### config.mk
export PLATFORM = sky130hd
export DESIGN_NAME = hex_letter_sequencer_flat
export DESIGN_NICKNAME = d
export VERILOG_FILES = /design/src/rtl/hex_letter_sequencer_if.sv /design/src/rtl/hex_letter_sequencer.sv /design/src/flat_wrapper.sv
export SDC_FILE = /design/constraint.sdc
export NUM_CORES = 1
export LEC_CHECK = 0
export BUFFER_PORTS_ARGS = -buffer_cell sky130_fd_sc_hd__buf_4
export CAP_MARGIN = 20
export CORE_UTILIZATION = 52
export DETAILED_ROUTE_END_ITERATION = 16
export PLACE_DENSITY = 0.72
export SYNTH_ARGS = -nofsm -noshare
export SYNTH_HDL_FRONTEND = slang
export SYNTH_SLANG_ARGS = --single-unit
### constraint.sdc
create_clock -name CLOCK_50 -period 2.6 [get_ports CLOCK_50]
set_input_delay 0.26 -clock CLOCK_50 [delete_from_list [all_inputs] [get_ports CLOCK_50]]
set_output_delay 0.26 -clock CLOCK_50 [all_outputs]
set_load 0.1 [all_outputs]
### src/rtl/hex_letter_sequencer_if.sv
// hex_letter_sequencer_if: board-side bundle for the HEX0 letter sequencer.
// Carries the slide switches in and the HEX0 / LEDG displays out.
// The master side is whoever drives the switches; the slave is the sequencer.
interface hex_letter_sequencer_if;
  logic [9:0] SW;
  logic [7:0] HEX0;
  logic [7:0] LEDG;

  modport master (
    output SW,
    input  HEX0,
    input  LEDG
  );

  modport slave (
    input  SW,
    output HEX0,
    output LEDG
  );
endinterface

### src/rtl/hex_letter_sequencer.sv
// hex_letter_sequencer: drives HEX0 with A / B / C / blank.
// In manual mode the switch-selected letter is shown directly. In auto mode
// the letters step A->B->C (or reverse) with a dwell of L base ticks, where a
// base tick occurs every BASE_DIV clocks.
// Optional build macro SEQ_BLINK_EN: when defined, a paused auto sequence
// (L = 0) blinks the held letter against blank on every base tick.
module hex_letter_sequencer #(
  parameter int BASE_DIV = 5000000
) (
  input  logic                   CLOCK_50,
  input  logic                   KEY0,
  hex_letter_sequencer_if.slave  bus
);

  localparam int            PW         = $clog2(BASE_DIV);
  localparam logic [PW-1:0] PRESC_LAST = PW'(BASE_DIV - 1);

  typedef enum logic [1:0] {
    BLANK  = 2'd0,
    SHOW_A = 2'd1,
    SHOW_B = 2'd2,
    SHOW_C = 2'd3
  } state_t;

  // Active-low segment pattern for each letter state.
  function automatic logic [7:0] seg_of(input state_t s);
    logic [7:0] seg;
    case (s)
      BLANK:   seg = 8'hFF;
      SHOW_A:  seg = 8'h08;
      SHOW_B:  seg = 8'h03;
      SHOW_C:  seg = 8'h46;
      default: seg = 8'hFF;
    endcase
    return seg;
  endfunction

  // Next letter in the auto sequence; anything unexpected restarts at A.
  function automatic state_t next_letter(input state_t s, input logic rev);
    state_t n;
    case (s)
      SHOW_A:  n = rev ? SHOW_C : SHOW_B;
      SHOW_B:  n = rev ? SHOW_A : SHOW_C;
      SHOW_C:  n = rev ? SHOW_B : SHOW_A;
      default: n = SHOW_A;
    endcase
    return n;
  endfunction

  logic [9:0]    sw_meta_r;
  logic [9:0]    sw_sync_r;
  state_t        state_r;
  logic          auto_r;
  logic [PW-1:0] presc_r;
  logic [3:0]    dwell_r;
  logic [7:0]    hex_r;
  logic [7:0]    ledg_r;

  logic          auto_s;
  logic          rev_s;
  logic [3:0]    limit_s;
  logic [1:0]    sel_s;
  logic [1:0]    sw_unused_s;
  logic          tick_s;
  state_t        state_nxt_s;
  logic [PW-1:0] presc_nxt_s;
  logic [3:0]    dwell_nxt_s;
  logic          tick_nxt_s;
  logic [7:0]    hex_nxt_s;
  logic [7:0]    ledg_nxt_s;

  assign auto_s      = sw_sync_r[9];
  assign rev_s       = sw_sync_r[8];
  assign limit_s     = sw_sync_r[7:4];
  assign sel_s       = sw_sync_r[1:0];
  assign sw_unused_s = sw_sync_r[3:2];
  assign tick_s      = (presc_r == PRESC_LAST);

  assign bus.HEX0 = hex_r;
  assign bus.LEDG = ledg_r;

  // Two-flop synchronizer for the asynchronous board switches.
  always_ff @(posedge CLOCK_50 or negedge KEY0) begin
    if (!KEY0) begin
      sw_meta_r <= 10'd0;
      sw_sync_r <= 10'd0;
    end else begin
      sw_meta_r <= bus.SW;
      sw_sync_r <= sw_meta_r;
    end
  end

  // Next letter, prescaler and dwell count from the synchronized switches.
  always_comb begin
    state_nxt_s = state_r;
    presc_nxt_s = presc_r;
    dwell_nxt_s = dwell_r;
    if (!auto_s) begin
      // Manual: follow the select switches, keep both counters parked.
      state_nxt_s = state_t'(sel_s);
      presc_nxt_s = '0;
      dwell_nxt_s = 4'd0;
    end else if (!auto_r) begin
      // Mode just switched to auto: keep the letter, restart timing.
      state_nxt_s = (state_r == BLANK) ? SHOW_A : state_r;
      presc_nxt_s = '0;
      dwell_nxt_s = 4'd0;
    end else begin
      presc_nxt_s = tick_s ? '0 : (presc_r + PW'(1));
      if (tick_s && (limit_s != 4'd0)) begin
        // Compare with >= so a lowered limit takes effect on the next tick.
        if (({1'b0, dwell_r} + 5'd1) >= {1'b0, limit_s}) begin
          state_nxt_s = next_letter(state_r, rev_s);
          dwell_nxt_s = 4'd0;
        end else begin
          dwell_nxt_s = dwell_r + 4'd1;
        end
      end else begin
        // No tick, or paused with L = 0: letter and dwell hold.
        dwell_nxt_s = dwell_r;
      end
    end
  end

  assign tick_nxt_s = (presc_nxt_s == PRESC_LAST);

`ifdef SEQ_BLINK_EN
  logic blink_r;
  logic blink_nxt_s;

  // Blink phase: toggles on each tick while paused, forced off otherwise.
  always_comb begin
    blink_nxt_s = 1'b0;
    if (auto_s && auto_r && (limit_s == 4'd0)) begin
      blink_nxt_s = tick_s ? ~blink_r : blink_r;
    end else begin
      blink_nxt_s = 1'b0;
    end
  end

  // Blink phase register.
  always_ff @(posedge CLOCK_50 or negedge KEY0) begin
    if (!KEY0) begin
      blink_r <= 1'b0;
    end else begin
      blink_r <= blink_nxt_s;
    end
  end

  // Display pattern with the blank phase of the pause blink applied.
  always_comb begin
    if (blink_nxt_s) begin
      hex_nxt_s = 8'hFF;
    end else begin
      hex_nxt_s = seg_of(state_nxt_s);
    end
  end
`else
  // Display pattern; a pause simply holds the letter steady.
  always_comb begin
    hex_nxt_s = seg_of(state_nxt_s);
  end
`endif

  // Status LEDs: dwell count, tick pulse, auto flag and letter index.
  always_comb begin
    ledg_nxt_s = {dwell_nxt_s, tick_nxt_s, auto_s, state_nxt_s};
  end

  // Letter state machine with its counters and registered display outputs.
  always_ff @(posedge CLOCK_50 or negedge KEY0) begin
    if (!KEY0) begin
      state_r <= BLANK;
      auto_r  <= 1'b0;
      presc_r <= '0;
      dwell_r <= 4'd0;
      hex_r   <= 8'hFF;
      ledg_r  <= 8'h00;
    end else begin
      state_r <= state_nxt_s;
      auto_r  <= auto_s;
      presc_r <= presc_nxt_s;
      dwell_r <= dwell_nxt_s;
      hex_r   <= hex_nxt_s;
      ledg_r  <= ledg_nxt_s;
    end
  end

endmodule
### src/flat_wrapper.sv
// flat-port wrapper written by rule: the top's interface ports become plain ports
module hex_letter_sequencer_flat 
#(
  parameter int BASE_DIV = 5000000
)
  (CLOCK_50, KEY0, bus_SW, bus_HEX0, bus_LEDG);
  hex_letter_sequencer_if bus_i ();
  input  logic CLOCK_50;
  input  logic KEY0;
  input wire logic [$bits(bus_i.SW)-1:0] bus_SW;
  output wire logic [$bits(bus_i.HEX0)-1:0] bus_HEX0;
  output wire logic [$bits(bus_i.LEDG)-1:0] bus_LEDG;
  assign bus_i.SW = bus_SW;
  assign bus_HEX0 = bus_i.HEX0;
  assign bus_LEDG = bus_i.LEDG;
  hex_letter_sequencer #(.BASE_DIV(BASE_DIV)) u_core (.CLOCK_50(CLOCK_50), .KEY0(KEY0), .bus(bus_i));
endmodule
==> reports/results.tsv <==
stage	metric	value	unit
timing	tightestPinTransition	0.620	ns
clock_network	clk_pin_slew	0.09	ns
flow_run	drv_cap	0	
synthesis	synth_top_cell_by_area	dfrtp_1	
drt	drc	0	
cells_and_area	fin_cells	358	
placement	dp.final_hpwl	3.64	mm
synthesis	yosys_warnings	0	
timing	fin_worst_skew	0.00536	ns
timing	maxSlewHeadroom	0.587	
synthesis	synth_area_per_cell	10.4	um^2
die	core-area	4820	um^2
power_and_ir_drop	powerDensity	512	nW/um^2
status	status	completed	
setup_path	rrSetupSlack	0.07	ns
cells_and_area	areaGrowthSynthToFinish	18.3	%
timing	min_period	2.53	ns
cells_and_area	n_fill_cell	402	
power_and_ir_drop	power	1600	uW
die	rows	25	
die	die_h	73.3	um
synthesis	synth.most_common_cell	dfrtp_1	
setup_path	critPathLaunch	u_core.dwell_r[0]	
drt	ant_nets	0	
placement	dp.cells	349	
cells_and_area	diodes	0	
clock_network	cts_tree	built	
synthesis	synth-seq-cells	52	
synthesis	synth_area	2640	um^2
synthesis	async_flop_share	1.00	
setup_path	r2r-start	u_core.dwell_r[0]	
drt	first_iter_violations	122	
synthesis	synthMuxAreaShare	0.00379	
drt	vias	1951	
drt	routed_wl	5.09	mm
synthesis	synth_top_family_by_area	simple AND/OR/NAND/NOR gates	
die	initial_core_util	0.548	
synthesis	synth_common_cells	47 x dfrtp_1, 29 x nor2_1, 17 x nand2_1	
clock_network	cts_setup_buffers	0	
synthesis	syn_inst	253	
placement	numPortBuffers	25	
global_route	antenna_found_initial	0	
synthesis	yosys.area.top_type_share	0.445	
timing	max_freq	0.395	GHz
cells_and_area	num-nets-final	312	
setup_path	worstPathRequired	2.84	ns
timing	fin_crit_sh	0.973	
synthesis	synth-edff-count	0	
synthesis	synthSimpleGateAreaFrac	0.245	
drt	wl_per_cell	14.2	um
die	ios	28	
global_route	track_usage	0.218	
clock_network	cts_buffers	5	
setup_path	arrival	2.77	ns
clock_network	cts_buffer_depth	2	
setup_path	start_kind	register	
drt	via_per_inst	5.45	
min_path	hold_class	in -> reg	
setup_path	cp-end-kind	register	
placement	gp_congestion	0.878	
synthesis	yosys-top-cells-area	dfrtp_1 45%, dfstp_2 5.0%, ha_1 4.7%	
cells_and_area	final_layout_size_suffix_gt1_frac	0.268	
power_and_ir_drop	power.leakage	0.00139	uW
synthesis	ys.flop_type	dfrtp_1	
global_route	grt_remaining_overflow	0	
global_route	grt_pass1_vias	1873	
timing	drv_slew	0	
setup_path	critPathKind	reg -> reg	
die	dieArea	5370	um^2
clock_network	clockRootBuffer	clkbuf_8	
synthesis	synth_cell_type_count	52	
die	fp.dieW	73.3	um
synthesis	synth_compound_area_frac	0.0758	
global_route	grt_pass1_wl	8.59	mm
setup_path	crit_fanout	8	
timing	finalHoldViolCount	0	
clock_network	cts_sinks	52	
clock_network	insertion_delay	0.31	ns
synthesis	ys_seq_area_frac	0.495	
min_path	min-delay-start	bus_SW[7]	
power_and_ir_drop	max-vdd-ir-drop	0.309	mV
synthesis	synthAdderAreaFrac	0.0474	
timing	final-setup-viol-count	0	
timing	rsz0062_at_grt	yes	
drt	first_pass_iters	4	
synthesis	synthXorXnorAreaFrac	0.0863	
clock_network	htreeDepth	2	
synthesis	synth_fp_nets	275	
global_route	grt_max_degree	53	
-- critical path: stages, from the launching register on --
cell and delay, ns:
dfrtp_4 0.53, ha_4 0.19, xor2_1 0.15, ha_1 0.28, a21o_1 0.16, a21oi_4 0.10
or3_1 0.39, and3_1 0.21, ha_1 0.18, or2_2 0.27
-- cells in the final DEF (no fill, tap or decap), types with 4 or more instances in the layout --
cell,count
buf_4,44
dfrtp_1,43
nor2_1,29
nand2_1,17
xor2_1,13
xnor2_1,13
nand3_1,12
nand4_1,9
a21oi_1,9
ha_1,8
inv_1,7
and3_1,7
clkbuf_8,6
dfstp_2,5
nand2b_1,4
-- routing by layer --
layer	global-route usage	up-vias	wire, um
li1	-	948	-
met1	0.284	944	2370
met2	0.332	43	2320
met3	0.0521	16	215
met4	0.124	0	174
met5	0	-	0
-- logic make-up (layout without fill, tap and decap cells) --
logic type	after synthesis	in the layout
buffers and inverters	23	61
XOR/XNOR	26	26
multiplexers	1	1
AO/OA/AOI/OAI	28	28
flip-flops	52	52
adder cells (fa/ha/maj)	10	10
AND/OR/NAND/NOR	113	113
-- power by group --
group	internal, uW	switching [uW]
Combinational	58.3	207
Clock	213	258
Sequential	844	18.8
Total	1120	484
-- registers in the layout, summed over array words and instances (netlist names) --
signal / count
u_core.presc_r: 23
u_core.sw_meta_r: 8
u_core.sw_sync_r: 8
u_core.bus.HEX0: 5
u_core.dwell_r: 4
u_core.bus.LEDG: 3
u_core.state_r: 1
-- final cells by class --
cell class | count | area [um^2] | area share
flip-flops and latches | 52 | 1320 | 0.422
clock buffers | 6 | 82.6 | 0.0264
clock inverters | 2 | 10.0 | 0.00320
well taps | 67 | 83.8 | 0.0268
repair buffers | 45 | 340 | 0.109
inverters | 8 | 30.0 | 0.00961
multi-input cells | 178 | 1260 | 0.403
-- stage by stage --
stage          hold WS (ns)  worst slack (ns)  utilization  setup TNS [ns]  area [um^2]
6_report             0.0534            0.0698        0.649               0         3120
5_1_grt              0.0318           -0.0309        0.649         -0.0434         3120
4_1_cts              0.0452            0.0197        0.645               0         3110
3_5_place_dp          0.323            0.0384        0.624               0         3010
3_3_place_gp          0.322            0.0995        0.624               0         3010
2_1_floorplan       -0.0356            0.0104            -               0         2680
-- path summary, 6_finish.rpt --
check,endpoint,cells past startpoint
max,u_core.bus.HEX0[3],9
max reg2reg,u_core.bus.HEX0[3],9
min,u_core.sw_meta_r[7],1
min in group asynchronous,u_core.sw_meta_r[8],2
max in group asynchronous,u_core.dwell_r[0],2
min reg2reg,u_core.sw_sync_r[7],0
-- repair_timing --
action / CTS / global route
endpoints found under the hold margin: 47 / 0
resized for setup: 0 / 3
setup endpoints to repair: 0 / 4
hold buffers: 1 / 0
(Power assumes the default switching activity.)
